## src/rtl/alu32_op_sequencer.sv

```systemverilog
// Issue/sequencing stage in front of the 32-bit ALU: one ALU pass for native ops,
// two chained passes for ADD64 and SUB32. Optional macro ALU_SEQ_PIPE_EN enables zero-bubble issue from DONE.
module alu32_op_sequencer #(
    parameter logic [63:0] ILLEGAL_RES = 64'h0
) (
    input  logic        CLK,
    input  logic        RST_N,
    input  logic        REQ_VALID,
    output logic        REQ_READY,
    input  logic [3:0]  REQ_OP,
    input  logic [63:0] REQ_OPA,
    input  logic [63:0] REQ_OPB,
    input  logic        REQ_CI,
    output logic [31:0] ALU_IN1,
    output logic [31:0] ALU_IN2,
    output logic        ALU_CI,
    output logic [2:0]  ALU_A,
    input  logic [31:0] ALU_OUT,
    input  logic        ALU_CO,
    output logic        RSP_VALID,
    input  logic        RSP_READY,
    output logic [63:0] RSP_RES,
    output logic        RSP_CO,
    output logic        RSP_ERR
);

    typedef enum logic [1:0] {
        IDLE  = 2'd0,
        PASS1 = 2'd1,
        PASS2 = 2'd2,
        DONE  = 2'd3
    } state_t;

    localparam logic [3:0] OP_ADD   = 4'd4;
    localparam logic [3:0] OP_ADD64 = 4'd8;
    localparam logic [3:0] OP_SUB32 = 4'd9;
    localparam logic [2:0] A_NOT    = 3'd3;
    localparam logic [2:0] A_ADD    = 3'd4;
    localparam logic [2:0] A_IDLE   = 3'd7;

    state_t      state_q, state_d;
    logic [3:0]  op_q, op_d;
    logic [63:0] opa_q, opa_d;
    logic [63:0] opb_q, opb_d;
    logic        ci_q, ci_d;
    logic        carry_q, carry_d;
    logic [31:0] res_lo_q, res_lo_d;
    logic [31:0] res_hi_q, res_hi_d;
    logic        rsp_co_q, rsp_co_d;
    logic        rsp_err_q, rsp_err_d;
    logic        accept;

    always_ff @(posedge CLK) begin
        if (!RST_N) begin
            state_q   <= IDLE;
            op_q      <= 4'd0;
            opa_q     <= 64'd0;
            opb_q     <= 64'd0;
            ci_q      <= 1'b0;
            carry_q   <= 1'b0;
            res_lo_q  <= 32'd0;
            res_hi_q  <= 32'd0;
            rsp_co_q  <= 1'b0;
            rsp_err_q <= 1'b0;
        end else begin
            state_q   <= state_d;
            op_q      <= op_d;
            opa_q     <= opa_d;
            opb_q     <= opb_d;
            ci_q      <= ci_d;
            carry_q   <= carry_d;
            res_lo_q  <= res_lo_d;
            res_hi_q  <= res_hi_d;
            rsp_co_q  <= rsp_co_d;
            rsp_err_q <= rsp_err_d;
        end
    end

    always_comb begin
        state_d   = state_q;
        op_d      = op_q;
        opa_d     = opa_q;
        opb_d     = opb_q;
        ci_d      = ci_q;
        carry_d   = carry_q;
        res_lo_d  = res_lo_q;
        res_hi_d  = res_hi_q;
        rsp_co_d  = rsp_co_q;
        rsp_err_d = rsp_err_q;
        REQ_READY = 1'b0;
        ALU_A     = A_IDLE;
        ALU_IN1   = 32'd0;
        ALU_IN2   = 32'd0;
        ALU_CI    = 1'b0;

        case (state_q)
            IDLE: begin
                REQ_READY = 1'b1;
            end
            PASS1: begin
                if (op_q == OP_SUB32) begin
                    // a - b computed as a + ~b + 1; this pass forms ~b
                    ALU_A   = A_NOT;
                    ALU_IN1 = opb_q[31:0];
                end else begin
                    ALU_A   = op_q[3] ? A_ADD : op_q[2:0];
                    ALU_IN1 = opa_q[31:0];
                    ALU_IN2 = opb_q[31:0];
                    ALU_CI  = (op_q == OP_ADD || op_q == OP_ADD64) ? ci_q : 1'b0;
                end
                res_lo_d = ALU_OUT;
                carry_d  = ALU_CO;
                if (op_q[3]) begin
                    state_d = PASS2;
                end else begin
                    state_d  = DONE;
                    rsp_co_d = (op_q == OP_ADD) ? ALU_CO : 1'b0;
                end
            end
            PASS2: begin
                ALU_A = A_ADD;
                if (op_q == OP_ADD64) begin
                    ALU_IN1  = opa_q[63:32];
                    ALU_IN2  = opb_q[63:32];
                    ALU_CI   = carry_q;
                    res_hi_d = ALU_OUT;
                end else begin
                    ALU_IN1  = opa_q[31:0];
                    ALU_IN2  = res_lo_q;
                    ALU_CI   = 1'b1;
                    res_lo_d = ALU_OUT;
                end
                rsp_co_d = ALU_CO;
                state_d  = DONE;
            end
            DONE: begin
                if (RSP_READY) begin
                    state_d = IDLE;
                end
`ifdef ALU_SEQ_PIPE_EN
                REQ_READY = RSP_READY;
`endif
            end
            default: begin
                state_d = IDLE;
            end
        endcase

        // Accept overrides the DONE->IDLE transition so a pipelined issue goes straight on.
        accept = REQ_VALID & REQ_READY;
        if (accept) begin
            op_d      = REQ_OP;
            opa_d     = REQ_OPA;
            opb_d     = REQ_OPB;
            ci_d      = REQ_CI;
            carry_d   = 1'b0;
            rsp_co_d  = 1'b0;
            if (REQ_OP > OP_SUB32) begin
                state_d   = DONE;
                rsp_err_d = 1'b1;
                res_hi_d  = ILLEGAL_RES[63:32];
                res_lo_d  = ILLEGAL_RES[31:0];
            end else begin
                state_d   = PASS1;
                rsp_err_d = 1'b0;
                res_hi_d  = 32'd0;
                res_lo_d  = 32'd0;
            end
        end
    end

    assign RSP_VALID = (state_q == DONE);
    assign RSP_RES   = {res_hi_q, res_lo_q};
    assign RSP_CO    = rsp_co_q;
    assign RSP_ERR   = rsp_err_q;

endmodule

```

## config.mk

```make
export PLATFORM = sky130hd
export DESIGN_NAME = alu32_op_sequencer
export DESIGN_NICKNAME = d
export VERILOG_FILES = /design/src/rtl/alu32_op_sequencer.sv
export SDC_FILE = /design/constraint.sdc
export NUM_CORES = 1
export LEC_CHECK = 0
export BUFFER_PORTS_ARGS = -buffer_cell sky130_fd_sc_hd__buf_4
export CORE_MARGIN = 10
export CORE_UTILIZATION = 46
export DETAILED_ROUTE_END_ITERATION = 6
export GPL_TIMING_DRIVEN = 0
export PLACE_DENSITY = 0.8
export SLEW_MARGIN = 5
export SYNTH_ARGS = -nofsm -noshare
export SYNTH_HDL_FRONTEND = slang
export SYNTH_SLANG_ARGS = --single-unit
```

## constraint.sdc

```tcl
create_clock -name CLK -period 2.1 [get_ports CLK]
set_input_delay 0.525 -clock CLK [delete_from_list [all_inputs] [get_ports CLK]]
set_output_delay 0.525 -clock CLK [all_outputs]
set_load 0.01 [all_outputs]
```

After elaboration in Yosys (flattened, before gate mapping)
Index checks and enable logic that the tools add are counted.
{ "word_totals": {"register_bits": 202, "in_bits": 170, "out_inout_bits": 136, "elab_cells": 56} }
{ "op_classes": {"n_lt_le_gt_ge": 1, "n_eq_ne": 9, "muxes": 25, "n_bitwise": 2, "n_reduce_logical": 9} }
{ "op_table": {"columns": ["op", "n"], "rows": [
  ["32-bit one-hot mux with 2 select lines", 3],
  ["32-bit two-way mux", 5],
  ["4-bit == test, second input constant", 2],
  ["1-bit two-way mux", 8],
  ["2-bit AND reduction", 4],
  ["2-bit two-way mux", 3],
  ["3-bit two-way mux", 2],
  ["2-bit one-hot mux with 3 select lines", 1],
  ["3-bit one-hot mux with 2 select lines", 1],
  ["2-bit == test, second input constant", 2],
  ["4-bit by 3-bit == test with 1-bit output, second input constant", 1],
  ["4-bit greater-than comparator, second input constant", 1],
  ["2-bit != test, second input constant", 2],
  ["1-bit one-hot mux with 2 select lines", 2],
  ["4-bit nonzero test", 1],
  ["3-bit by 1-bit != test with 1-bit output, second input constant", 1],
  ["2-bit by 1-bit == test with 1-bit output, second input constant", 1],
  ["2-bit logical NOT", 1],
  ["2-bit nonzero test", 1],
  ["2-bit OR reduction", 1],
  ["1-bit AND", 1],
  ["1-bit logical OR", 1],
  ["1-bit inverter", 1]
]} }

Longest topological paths before layout
{ "logic_depth": {"depth_word": 5, "depth_mapped": 7, "depth_no_buf": 5} }

Worst setup path after synthesis
Ideal clock, no wire load.
{ "synth_path": {"path_type": "reg2out", "startpoint": "reg state_q[1]", "endpoint": "out ALU_IN2[10]", "arrival_ns": 1.690, "required_ns": 1.575, "slack_ns": -0.115, "path_stages_with_launch": 8, "path_buffers": 2, "path_cell_list": "dfxtp_1 -> inv_1 -> ha_1 -> clkbuf_1 -> nand2_1 -> nor2_1 -> clkbuf_1 -> o2bb2ai_1"} }
{ "synth_via": {"elab_chain_cells": 2, "word_cells_on_any_way": 3, "classes_between": "eq/ne (2); mux (1)"} }
{ "synth_rtl": {"columns": ["element", "line", "source"], "rows": [
  ["start, declared", "41", "state_t state_q, state_d;"],
  ["start signal, assigned", "66", "state_q <= state_d;"],
  ["2-bit == test / 2-bit by 1-bit == test with 1-bit output (equally long branches)", "96", "case (state_q)"],
  ["32-bit one-hot mux with 2 select lines (*)", "96", null],
  ["end, declared", "15", "output logic [31:0] ALU_IN2,"]
]} }
Mark *: on every way between the ends. The rest lies on a longest branch, timed or not.

Final worst setup path
{ "layout_path": {"startpoint": "reg op_q[0]", "endpoint": "out ALU_IN2[10]"} }
{ "layout_via": {"elab_chain_cells": 3, "word_cells_on_any_way": 5, "classes_between": "eq/ne (2); mux (3)"} }
{ "layout_rtl": {"columns": ["element", "line", "source"], "rows": [
  ["start, declared", "42", "logic [3:0] op_q, op_d;"],
  ["start signal, assigned", "67", "op_q <= op_d;"],
  ["4-bit == test (on tied branches)", "122, 101", null],
  ["32-bit two-way mux (on tied branches)", "122, 101", null],
  ["32-bit one-hot mux with 2 select lines (*)", "96", null]
]} }
Marks and branches as above.

==> summary.md <==
| Metric | Value |
|---|---|
| XOR/XNOR share of the synthesized area | 0.000938 |
| Rel. slew slack | 0.573 |
| Root Buffer | clkbuf_16 |
| RSZ-0062 raised after global routing | true |
| Largest net degree at the start of global routing | 13 |
| Status | finished, violations left |
| First-pass GRT wire length | 54000 µm |
| Crit path required time | 1.57 ns |
| Syn Area/Cell | 8.48 µm² |
| Via count | between 9000 and 10000 |
| Clock Skews | approximately 0.014 ns |
| Critical Path Source Type | register |
| Antenna diodes | 0 |
| Worst slew pin tran | between 0.6 and 0.7 ns |
| DR vias/cell | 5.44 |
| Total power divided by cell area | approximately 1100 mW/mm² |
| Drt wl/cell | 21.0 µm |
| Number of synthesized flops with an enable pin | 0 |
| Synthesized net count | 1276 |
| TritonCTS clock tree | done |
| Power Total | 15.6 mW |
| Layout area overhead | 45.6% |
| Initial cell density of the core | 0.464 |
| Initial antenna violation count | 0 |
| Clock tree buffer depth | 3 |
| Core Rows | between 50 and 60 |
| Largest family of logic cells by synthesized area | compound AO/OA/AOI/OAI gates |
| Data arrival, critical path | 2.19 ns |
| Vias in the first global route | 9610 |
| Failing checks | setup timing |
| Sequential element share of the synthesized area | 0.433 |
| Detail Placement HPWL | between 20000 and 30000 µm |
| Leakage | between 5 and 6 nW |
| Ys flop type | dfxtp_1 |
| Clk sink count | 202 |
| Worst vdd ir | 0.000607 V |
| CTS clk-pin slew, worst paths | 0.06 ns |
| Synth cell types | 36 |
| Max Slew Vio Count | 0 |
| Compound-cell area share of the yosys netlist | 0.205 |
| Max_cap viols | 0 |
| Hold Path Class | in2reg |
| Die Ht | roughly 160 µm |
| Critical Path Max Stage Delay | 0.35 ns |
| Antenna viol nets, final | 0 |
| Type of the worst setup path | reg2out |
| Core area | roughly 0.020 mm² |
| Final worst slack | -0.617 ns |
| RePlAce Congestion | 0.876 |
| CP max stage cell | dfxtp_4 |
| R2R setup slack | 0.11 ns |
| CP Cell Sequence | buf_6 > nor4b_4 > buf_6 > buf_12 > mux2i_2 > o2bb2ai_1 > buf_4 |
| CTS buffer count | 22 |
| Period utilization | 1.29 |
| Ys Warns | 0 |
| Synth Area in Simple Gates | 0.166 |
| Crit path top cell by count | buf_6 |
| GR Util All Layers | 0.257 |
| Crit end category | output port |
| Die X | approximately 160 µm |
| Starting DRT DRC Count | between 600 and 700 |
| Post-synthesis register bit count | 202 |
| Clk Latency, worst-skew pair | 0.50 ns |
| Hold buffers post-CTS | 0 |
| Layout cell share with drive strength beyond 1 | 0.316 |
| DRC Markers | 0 |
| Crit path time final | around 2.7 ns |
| Ports | 306 |
| Asr flop ratio synth | 0 |
| Drt first pass iters | 5 |
| Layout Nets | 1635 |
| Setup TNS Final | -36.17 ns |
| Port-buffer cells | about 300 |
| Max Fclk | ~370 MHz |
| Die ar. | around 0.026 mm² |
| Grt ovf | 0 |
| Final wirelength | 36500 µm |
| Hold Vio Cnt, Final | 0 |
| Mapped cell area | about 0.0093 mm² |
| Final setup viols | 68 |
| Multiplexer area fraction after synthesis | 0.141 |
| Adder-cell share of the synthesized area | 0.00670 |
| Cells after Synth | 1101 |
| Crit Path Max Fanout | 10 |
| Clock H-tree levels | 1 |
==> routing by layer <==
layer / wire [µm] / up-vias / share of wire / global-route usage
li1: - / 4511 / - / -
met1: 14600 / 4487 / 0.40 / 0.302
met2: 17600 / 400 / 0.48 / 0.437
met3: 3190 / 70 / 0.087 / 0.0728
met4: 1150 / 0 / 0.032 / 0.0931
met5: 0 / - / 0 / 0
==> cells by family (layout without fill, tap and decap cells) <==
group / after synthesis / after routing
AND/OR/NAND/NOR: 385 / 385
multiplexers: 131 / 131
XOR/XNOR: 1 / 1
adder cells (fa/ha/maj): 5 / 5
buffers and inverters: 100 / 470
AO/OA/AOI/OAI: 277 / 277
flip-flops: 202 / 202
==> cells in the mapped netlist (2+ instances only) <==
cell type	number	area share
nand3_1	34	0.018
nor2b_1	2	0.0013
a21boi_0	136	0.11
nand2b_1	3	0.0020
buf_6	5	0.0060
a211oi_1	2	0.0016
dfxtp_1	202	0.43
a31oi_1	2	0.0013
mux2i_1	129	0.14
o21ai_0	35	0.019
clkbuf_1	73	0.029
buf_4	3	0.0024
o22ai_1	32	0.021
buf_1	4	0.0016
buf_2	12	0.0064
mux2_2	2	0.0024
a21oi_1	32	0.017
o2bb2ai_1	32	0.030
nor2_1	4	0.0016
ha_1	5	0.0067
inv_1	3	0.0012
nand2_1	335	0.13
==> layout make-up <==
class,instances,area [µm²]
plain buffers,93,594
clock buffers,31,636
clock inverters,4,95.1
fillers,1616,6500
inverters,3,11.3
multi-input cells,799,5160
flip-flops and latches,202,4060
well taps,270,338
repair buffers,339,2710
==> registers in the layout (all words and copies together), names as in the netlist <==
signal,cells
res_hi_q,32
ci_q,1
op_q,4
state_q,2
RSP_CO,1
RSP_ERR,1
opa_q,64
carry_q,1
opb_q,64
res_lo_q,32
==> metrics by stage <==
step | hold WS, ns | util | area (µm²) | setup slack, ns | instances
2_1_floorplan | 0.443 | - | 9340 | 0.0218 | 1101
3_3_place_gp | 0.451 | 0.595 | 12000 | -0.916 | 1676
3_5_place_dp | 0.459 | 0.595 | 12000 | -0.914 | 1676
4_1_cts | 0.275 | 0.665 | 13400 | -0.596 | 1737
5_1_grt | 0.288 | 0.676 | 13600 | -0.688 | 1741
6_report | 0.279 | 0.676 | 13600 | -0.617 | 1741
==> power breakdown <==
part | switching (mW) | leakage, nW | internal [mW]
sequential | 0.699 | 1.65 | 4.56
clock | 1.53 | 0.357 | 2.46
combinational | 3.52 | 3.49 | 2.81
==> critical path, delay by kind of cell, from the launching register on <==
family / cells / cell delay, ns
simple gates: 1 / 0.33
buf+inv: 4 / 0.67
compound gates: 1 / 0.10
flops: 1 / 0.35
mux: 1 / 0.24
==> cells in the final DEF, fill, tap and decap left out, types with 3 or more instances in the layout <==
cell type  synthesis  layout
nand3_1           34      34
clkbuf_4           0       5
clkbuf_8           0       9
mux2i_2            0       9
nand2_1          335     332
inv_2              0       3
dfxtp_1          202     196
buf_4              3     317
clkbuf_2           0      14
ha_4               0       3
buf_6              5      17
buf_8              0       3
o2bb2ai_2          0       5
clkbuf_16          0      24
buf_2             12       8
mux2i_4            0       6
a21boi_0         136     135
a21oi_1           32      32
dfxtp_4            0       4
mux2i_1          129     114
o22ai_1           32      26
buf_16             0       3
o2bb2ai_1         32      27
clkbuf_1          73      54
nor2_1             4       3
nand2b_1           3       3
bufinv_16          0       3
buf_12             0       8
o22ai_2            0       6
o21ai_0           35      33
==> repair_timing <==
action	in CTS	in global routing
gates resized for setup	116	52
endpoints found under the setup margin	245	146
gates cloned	5	1
setup buffers	22	7
pin swaps	11	11
==> final timing paths <==
kind               start      endpoint  depth (start not counted)
max              op_q[0]   ALU_IN2[10]                          7
max reg2reg      op_q[0]  res_hi_q[19]                          6
min reg2reg    opa_q[49]     opa_q[49]                          2
min          REQ_OPA[42]     opa_q[42]                          3
Note: power is estimated with default switching activity, not from simulation.
